<file path="src/rtl/result_readout.sv">
// Consumer end of the loader start/done handshake. It measures start-to-done latency,
// captures g/h and the latency, and steps through them on LEDs with a debounced key.
module result_readout #(
  parameter int          WIDTH    = 16,
  parameter int          DEBOUNCE = 1000,
  parameter logic [31:0] TIMEOUT  = 32'd50_000_000
) (
  input  logic             clk,
  input  logic             rst,
  input  logic             start,
  input  logic             done,
  input  logic [WIDTH-1:0] g,
  input  logic [WIDTH-1:0] h,
  input  logic             key_n,
  output logic [WIDTH-1:0] led_val,
  output logic [1:0]       idx,
  output logic             valid,
  output logic             busy,
  output logic             err
);

  localparam int DBW = $clog2(DEBOUNCE + 1);
  localparam logic [WIDTH-1:0] ERR_VAL = (WIDTH == 16) ? WIDTH'(32'h0000_DEAD) : {WIDTH{1'b1}};

  typedef enum logic [1:0] {IDLE, RUN, SHOW, ERR} state_e;

  // key path: 2-FF synchronizer, debounce, press pulse
  logic           key_m_q, key_s_q;
  logic           db_lvl_q, db_lvl_d;
  logic [DBW-1:0] db_cnt_q, db_cnt_d;
  logic           press_q, press_d;

  always_comb begin
    db_lvl_d = db_lvl_q;
    db_cnt_d = '0;
    press_d  = 1'b0;
    if (key_s_q != db_lvl_q) begin
      if (db_cnt_q == DBW'(DEBOUNCE - 1)) begin
        db_lvl_d = key_s_q;
        press_d  = ~key_s_q;
      end else begin
        db_cnt_d = db_cnt_q + 1'b1;
      end
    end
  end

  always_ff @(posedge clk or negedge rst) begin
    if (!rst) begin
      key_m_q  <= 1'b1;
      key_s_q  <= 1'b1;
      db_lvl_q <= 1'b1;
      db_cnt_q <= '0;
      press_q  <= 1'b0;
    end else begin
      key_m_q  <= key_n;
      key_s_q  <= key_m_q;
      db_lvl_q <= db_lvl_d;
      db_cnt_q <= db_cnt_d;
      press_q  <= press_d;
    end
  end

  // control FSM and registered outputs
  state_e           state_q, state_d;
  logic [31:0]      cnt_q, cnt_d, cyc_q, cyc_d;
  logic [WIDTH-1:0] g_q, g_d, h_q, h_d, led_q, led_d, slot;
  logic [1:0]       idx_q, idx_d;
  logic             valid_q, valid_d, busy_q, busy_d, err_q, err_d;

  always_comb begin
    unique case (idx_q)
      2'd0:    slot = g_q;
      2'd1:    slot = h_q;
      2'd2:    slot = WIDTH'(cyc_q[15:0]);
      default: slot = WIDTH'(cyc_q[31:16]);
    endcase
  end

  always_comb begin
    state_d = state_q;
    cnt_d   = cnt_q;
    cyc_d   = cyc_q;
    g_d     = g_q;
    h_d     = h_q;
    idx_d   = idx_q;
    led_d   = '0;
    valid_d = 1'b0;
    busy_d  = 1'b0;
    err_d   = 1'b0;
    unique case (state_q)
      IDLE: if (start) begin
        state_d = RUN;
        cnt_d   = '0;
        busy_d  = 1'b1;
      end
      RUN: begin
        if (!start) begin
          state_d = IDLE;
        end else if (done) begin
          state_d = SHOW;
          g_d     = g;
          h_d     = h;
          cyc_d   = cnt_q;
          idx_d   = 2'd0;
          valid_d = 1'b1;
        end else if (cnt_q == TIMEOUT - 32'd1) begin
          state_d = ERR;
          err_d   = 1'b1;
          led_d   = ERR_VAL;
        end else begin
          cnt_d  = cnt_q + 32'd1;
          busy_d = 1'b1;
        end
      end
      SHOW: begin
        if (!start) begin
          state_d = IDLE;
          idx_d   = 2'd0;
        end else begin
          valid_d = 1'b1;
          // led follows idx one cycle late, since it reads the registered idx
          led_d   = slot;
          if (press_q) idx_d = idx_q + 2'd1;
        end
      end
      default: begin
        err_d = 1'b1;
        led_d = ERR_VAL;
      end
    endcase
  end

  always_ff @(posedge clk or negedge rst) begin
    if (!rst) begin
      state_q <= IDLE;
      cnt_q   <= '0;
      cyc_q   <= '0;
      g_q     <= '0;
      h_q     <= '0;
      idx_q   <= '0;
      led_q   <= '0;
      valid_q <= 1'b0;
      busy_q  <= 1'b0;
      err_q   <= 1'b0;
    end else begin
      state_q <= state_d;
      cnt_q   <= cnt_d;
      cyc_q   <= cyc_d;
      g_q     <= g_d;
      h_q     <= h_d;
      idx_q   <= idx_d;
      led_q   <= led_d;
      valid_q <= valid_d;
      busy_q  <= busy_d;
      err_q   <= err_d;
    end
  end

  assign led_val = led_q;
  assign idx     = idx_q;
  assign valid   = valid_q;
  assign busy    = busy_q;
  assign err     = err_q;

endmodule

</file>
<file path="config.mk">
export PLATFORM = sky130hd
export DESIGN_NAME = result_readout
export DESIGN_NICKNAME = d
export VERILOG_FILES = /design/src/rtl/result_readout.sv
export SDC_FILE = /design/constraint.sdc
export NUM_CORES = 1
export LEC_CHECK = 0
export ABC_AREA = 1
export CAP_MARGIN = 20
export CORE_UTILIZATION = 67
export CTS_BUF_LIST = sky130_fd_sc_hd__clkbuf_4 sky130_fd_sc_hd__clkbuf_8 sky130_fd_sc_hd__clkbuf_16
export CTS_CLUSTER_SIZE = 30
export DETAILED_ROUTE_END_ITERATION = 6
export DONT_BUFFER_PORTS = 1
export PLACE_DENSITY = 0.83
export REMOVE_ABC_BUFFERS = 1
export SLEW_MARGIN = 20
export SYNTH_ARGS = -nofsm -noshare
export SYNTH_HDL_FRONTEND = slang
export SYNTH_SLANG_ARGS = --single-unit
</file>
<file path="constraint.sdc">
create_clock -name clk -period 3.8 [get_ports clk]
set_input_delay 0.76 -clock clk [delete_from_list [all_inputs] [get_ports clk]]
set_output_delay 0.76 -clock clk [all_outputs]
set_load 0.01 [all_outputs]
</file>
* After elaboration in Yosys (flattened, before gate mapping)
Cells that the tools add are included.
** Storage, ports and cells
- Logic and storage cells :: 83
- Register bits after elaboration :: 133
- Output and inout port bits :: 21
- Bits of input ports :: 37
** Operators by class
- Eq/ne operators :: 15
- Reductions and logical operators :: 11
- $add $sub $neg :: 3
- Muxes and demuxes :: 38
- Bitwise operators :: 1
** Operators by type and width (count)
- two-way mux 32 bit :: 4
- one-hot mux 16 bit (3 select lines) :: 2
- two-way mux 16 bit :: 4
- one-hot mux 32 bit (2 select lines) :: 1
- adder 32 x 1 -> 32 bit, second input constant :: 1
- == test 32 x 26 -> 1 bit, second input constant :: 1
- two-way mux 10 bit :: 2
- two-way mux 2 bit :: 9
- != test 2 bit, second input constant :: 6
- two-way mux 1 bit :: 11
- adder 10 x 1 -> 10 bit, second input constant :: 1
- == test 10 bit, second input constant :: 1
- AND reduction 4 bit :: 2
- one-hot mux 1 bit (2 select lines) :: 3
- one-hot mux 2 bit (3 select lines) :: 1
- AND reduction 5 bit :: 1
- == test 2 x 1 -> 1 bit, second input constant :: 2
- == test 2 bit, second input constant :: 2
- logical NOT 2 bit :: 2
- != test 4 bit, second input constant :: 1
- one-hot mux 2 bit (2 select lines) :: 1
- nonzero test 2 bit :: 2
- != test 3 bit, second input constant :: 1
- AND reduction 3 bit :: 1
- 6 further kinds :: 6

* Depth between registers and ports, before layout
- Word-level depth :: 5
- Depth in mapped cells :: 11
- Depth with buffers taken out :: 10

* Worst setup path after synthesis
OpenSTA, ideal clock, no wires.
- Kind :: input port to flip-flop
- Start point :: in done
- End point :: reg g_q[0]
- Path buffers :: 2
- Path slack :: 2.037 ns
- Library setup time :: 0.125 ns
- Stages on the path :: 6
- Data required time :: 3.675 ns
- Arrival :: 1.638 ns
- Path through :: nand2_1 -> inv_1 -> nand2_1 -> buf_2 -> buf_2 -> mux2_2
** Between the ends
- Word-level cells in the longest chain between the ends :: 1
** Ends and longest elaborated chain
- start, declared :: line 11 : input logic done,
- AND reduction 3 bit (no line)
- end signal, assigned :: line 149 : g_q <= g_d;
- end, declared :: line 66 : logic [WIDTH-1:0] g_q, g_d, h_q, h_d, led_q, led_d, slot;
No other way between the ends.
A chain may end at the register's enable or synchronous reset.

* Worst setup path in the final report
- Start point :: reg state_q[1]
- End point :: reg g_q[13]
** Between the ends
- Word-level cells in the longest chain between the ends :: 2
** Ends and longest elaborated chain
- start, declared :: line 64 : state_e state_q, state_d;
- start signal, assigned :: line 146 : state_q <= state_d;
- == test 2 x 1 -> 1 bit :: line 90 : unique case (state_q)
- AND reduction 3 bit (no line)
No other way between the ends.

==> reports/metrics.cfg <==
[run_status]
outcome = completed

[timing]
fin_crit_sh = 0.6592
tns_ns = 0
fmax_mhz = 399.2
relSlewSlack = 0.4811
setup_viol = 0
worst_slew_pin_slew_ns = 0.7784
hold_violations = 0
finalWorstSetupSlack_ns = 1.295
rsz0062_at_grt = false
finClkSkew_ns = 0.008311
min_period_ns = 2.505
slew_viol_final = 0

[critical_path]
r2r_start = state_q[1]$_DFFE_PN0P_
r2r_end = g_q[13]$_DFFE_PN0P_
start_kind = flip-flop
crit_path_max_incr_delay_ns = 0.68
end_kind = flip-flop
critPathMaxFanout = 81
cp_common_cell = inv_1
rr_worst_depth = 7
cpMaxStageDelayCell = buf_4
rrSetupSlack_ns = 1.29
path_cells = inv_1, ha_1, nand2_1, inv_1, nand2_2, buf_4, mux2_2
worst-setup-path-type = reg -> reg
cp.arrival_ns = 2.91
worstPathRequired_ns = 4.21

[die]
die_w_um = 101.5
core_area_mm2 = 0.009415
rows = 35
ios = 58
die_area_mm2 = 0.01029
die_h_um = 101.5
initial_core_util = 0.7038

[logic_synthesis]
avgSynthCellArea_um2 = 8.788
syn-instance-count = 754
synth_seq_cells = 133
netlist_area_mm2 = 0.006626
yosys_warnings = 0
synth_cell_types = 33
synth.yosys.seq_area_share = 0.5028

[cells_and_area]
multi_input_area_mm2 = 0.002919
filler_cell_count = 639
layout_common_cells = 181 x nand2_1, 130 x dfrtp_1, 67 x nor2_1
regArea_mm2 = 0.003332
final_common_cell = nand2_1
layout-drive-gt1-share = 0.1436
syn_to_final_growth_pct = 9.611
finalNetCount = 786
n_antenna_cell = 0

[placement]
place_congestion = 0.9580
preCtsSetupSlack_ns = 1.374
dpl.hpwl_um = 10670
io_buffers = 0

[grt]
grt_pass1_wl_um = 27480
grt_pass1_vias = 5557
grt-ovfl-total = 0
track_usage = 0.3565
antenna_found_initial = 0
grt_max_degree = 131

[clock_tree]
numClockSinks = 133
clockBufferDepth = 2
cts_tree = built
path_clk_slew_ns = 0.06
cts_root_buffer = clkbuf_8
numCtsBuffers = 17
cts_setup_buffers = 0
cts-htree-levels = 4
clock_latency_ns = 0.53

[routing]
ant_nets = 0
drt-vias-per-instance = 6.191
wl_per_cell_um = 18.86
firstDrtPassIters = 5
drtIter0Drc = 374
drcViolationCount = 0
via_count = 5454
routed_wl_um = 16620

[min_path]
min_path_type = in -> async

[job]
maxCapViolations = 0

[pwr]
leakage_nw = 3.227
peakVddDrop_v = 0.0004483
power.density_mw_per_mm2 = 594.9

[worst max-delay path, delay by kind of cell, from the launching register on]
family	cells	cell delay [ns]
adder cells (fa/ha/maj)	1	0.32
multiplexers	1	0.44
buffers and inverters	3	0.84
AND/OR/NAND/NOR	2	0.35
flip-flops	1	0.40
[metrics by stage]
step | total power [mW] | util | hold slack (ns) | std cells | instance area (um2)
global placement | 2.496 | 0.7025 | 0.3468 | 848 | 6614
detailed placement | 2.566 | 0.7030 | 0.3495 | 848 | 6619
global route | 4.495 | 0.7714 | 0.05302 | 881 | 7263
floorplan | 2.375 | - | 0.3452 | 717 | 6435
CTS | 4.320 | 0.7714 | 0.06095 | 881 | 7263
finish | 4.321 | 0.7714 | 0.07073 | 881 | 7263
[layer usage]
layer / GRT usage / vias up / wire [um]
li1: - / 2463 / -
met3: 0.1028 / 54 / 1353
met2: 0.5808 / 269 / 8049
met4: 0.1806 / 0 / 537
met1: 0.4354 / 2668 / 6676
met5: 0 / - / 0
[how the worst max path moves through the flow]
stage / from / end / slack, ns / depth (start not counted)
after global routing: state_q[1]$_DFFE_PN0P_ / g_q[13]$_DFFE_PN0P_ / 1.14 / 7
after CTS: state_q[1]$_DFFE_PN0P_ / g_q[13]$_DFFE_PN0P_ / 1.32 / 7
after detailed placement: state_q[1]$_DFFE_PN0P_ / g_q[7]$_DFFE_PN0P_ / 1.37 / 7
after floorplan: done / idx[0]$_DFFE_PN0P_ / 0.80 / 6
after global placement: state_q[1]$_DFFE_PN0P_ / cnt_q[15]$_DFFE_PN0P_ / 1.46 / 6
final: state_q[1]$_DFFE_PN0P_ / g_q[13]$_DFFE_PN0P_ / 1.29 / 7
[final cells by class]
class,count,area share
clock buffer,20,0.06184
tap,129,0.02222
sequential,133,0.4587
multi-input combinational,533,0.4019
timing repair buffer,3,0.005857
clock inverter,12,0.02308
inverter,51,0.02636
[sequential cells by signal, summed over array words and instances, names as in the netlist]
register and count:
busy 1, cnt_q 32, cyc_q 32, db_cnt_q 10
db_lvl_q 1, err 1, g_q 16, h_q 16
idx 2, key_m_q 1, key_s_q 1, led_val 16
press_q 1, state_q 2, valid 1
[report_power, final]
group          switching (mW)  internal (mW)
clock network           0.647           1.05
registers               0.197           1.68
logic                   0.445          0.294
total                    1.29           3.03
[cell usage after synthesis, drive strengths merged]
cell	count	area [um2]
nand3	69	375.4
mux2	37	416.7
nor2	77	334.1
a211oi	2	15.01
nand4	15	93.84
o21ai	64	342.8
ha	10	125.1
a21oi	24	131.4
nor3	6	30.03
dfrtp	130	3253
a31oi	16	100.1
xor2	20	175.2
dfstp	3	78.83
mux2i	1	10.01
buf	22	135.1
xnor2	1	8.760
nor3b	3	22.52
nand2	188	730.7
inv	51	191.4
clkbuf	15	56.30
[repair_timing]
action                                 4_1_cts  5_1_grt
hold buffers                                 1        0
resized for setup                            0        0
endpoints found under the hold margin      130        0
[cell families after synthesis]
family / count (synthesis) / synth area share
and+or+nand+nor: 358 / 0.2394
DFF: 133 / 0.5028
AOI/OAI and AO/OA: 106 / 0.08894
buffers and inverters: 88 / 0.05778
muxes: 38 / 0.06439
xor gates and xnor gates: 21 / 0.02776
adders and majority gates: 10 / 0.01888
Note: power is estimated with default switching activity, not from simulation.
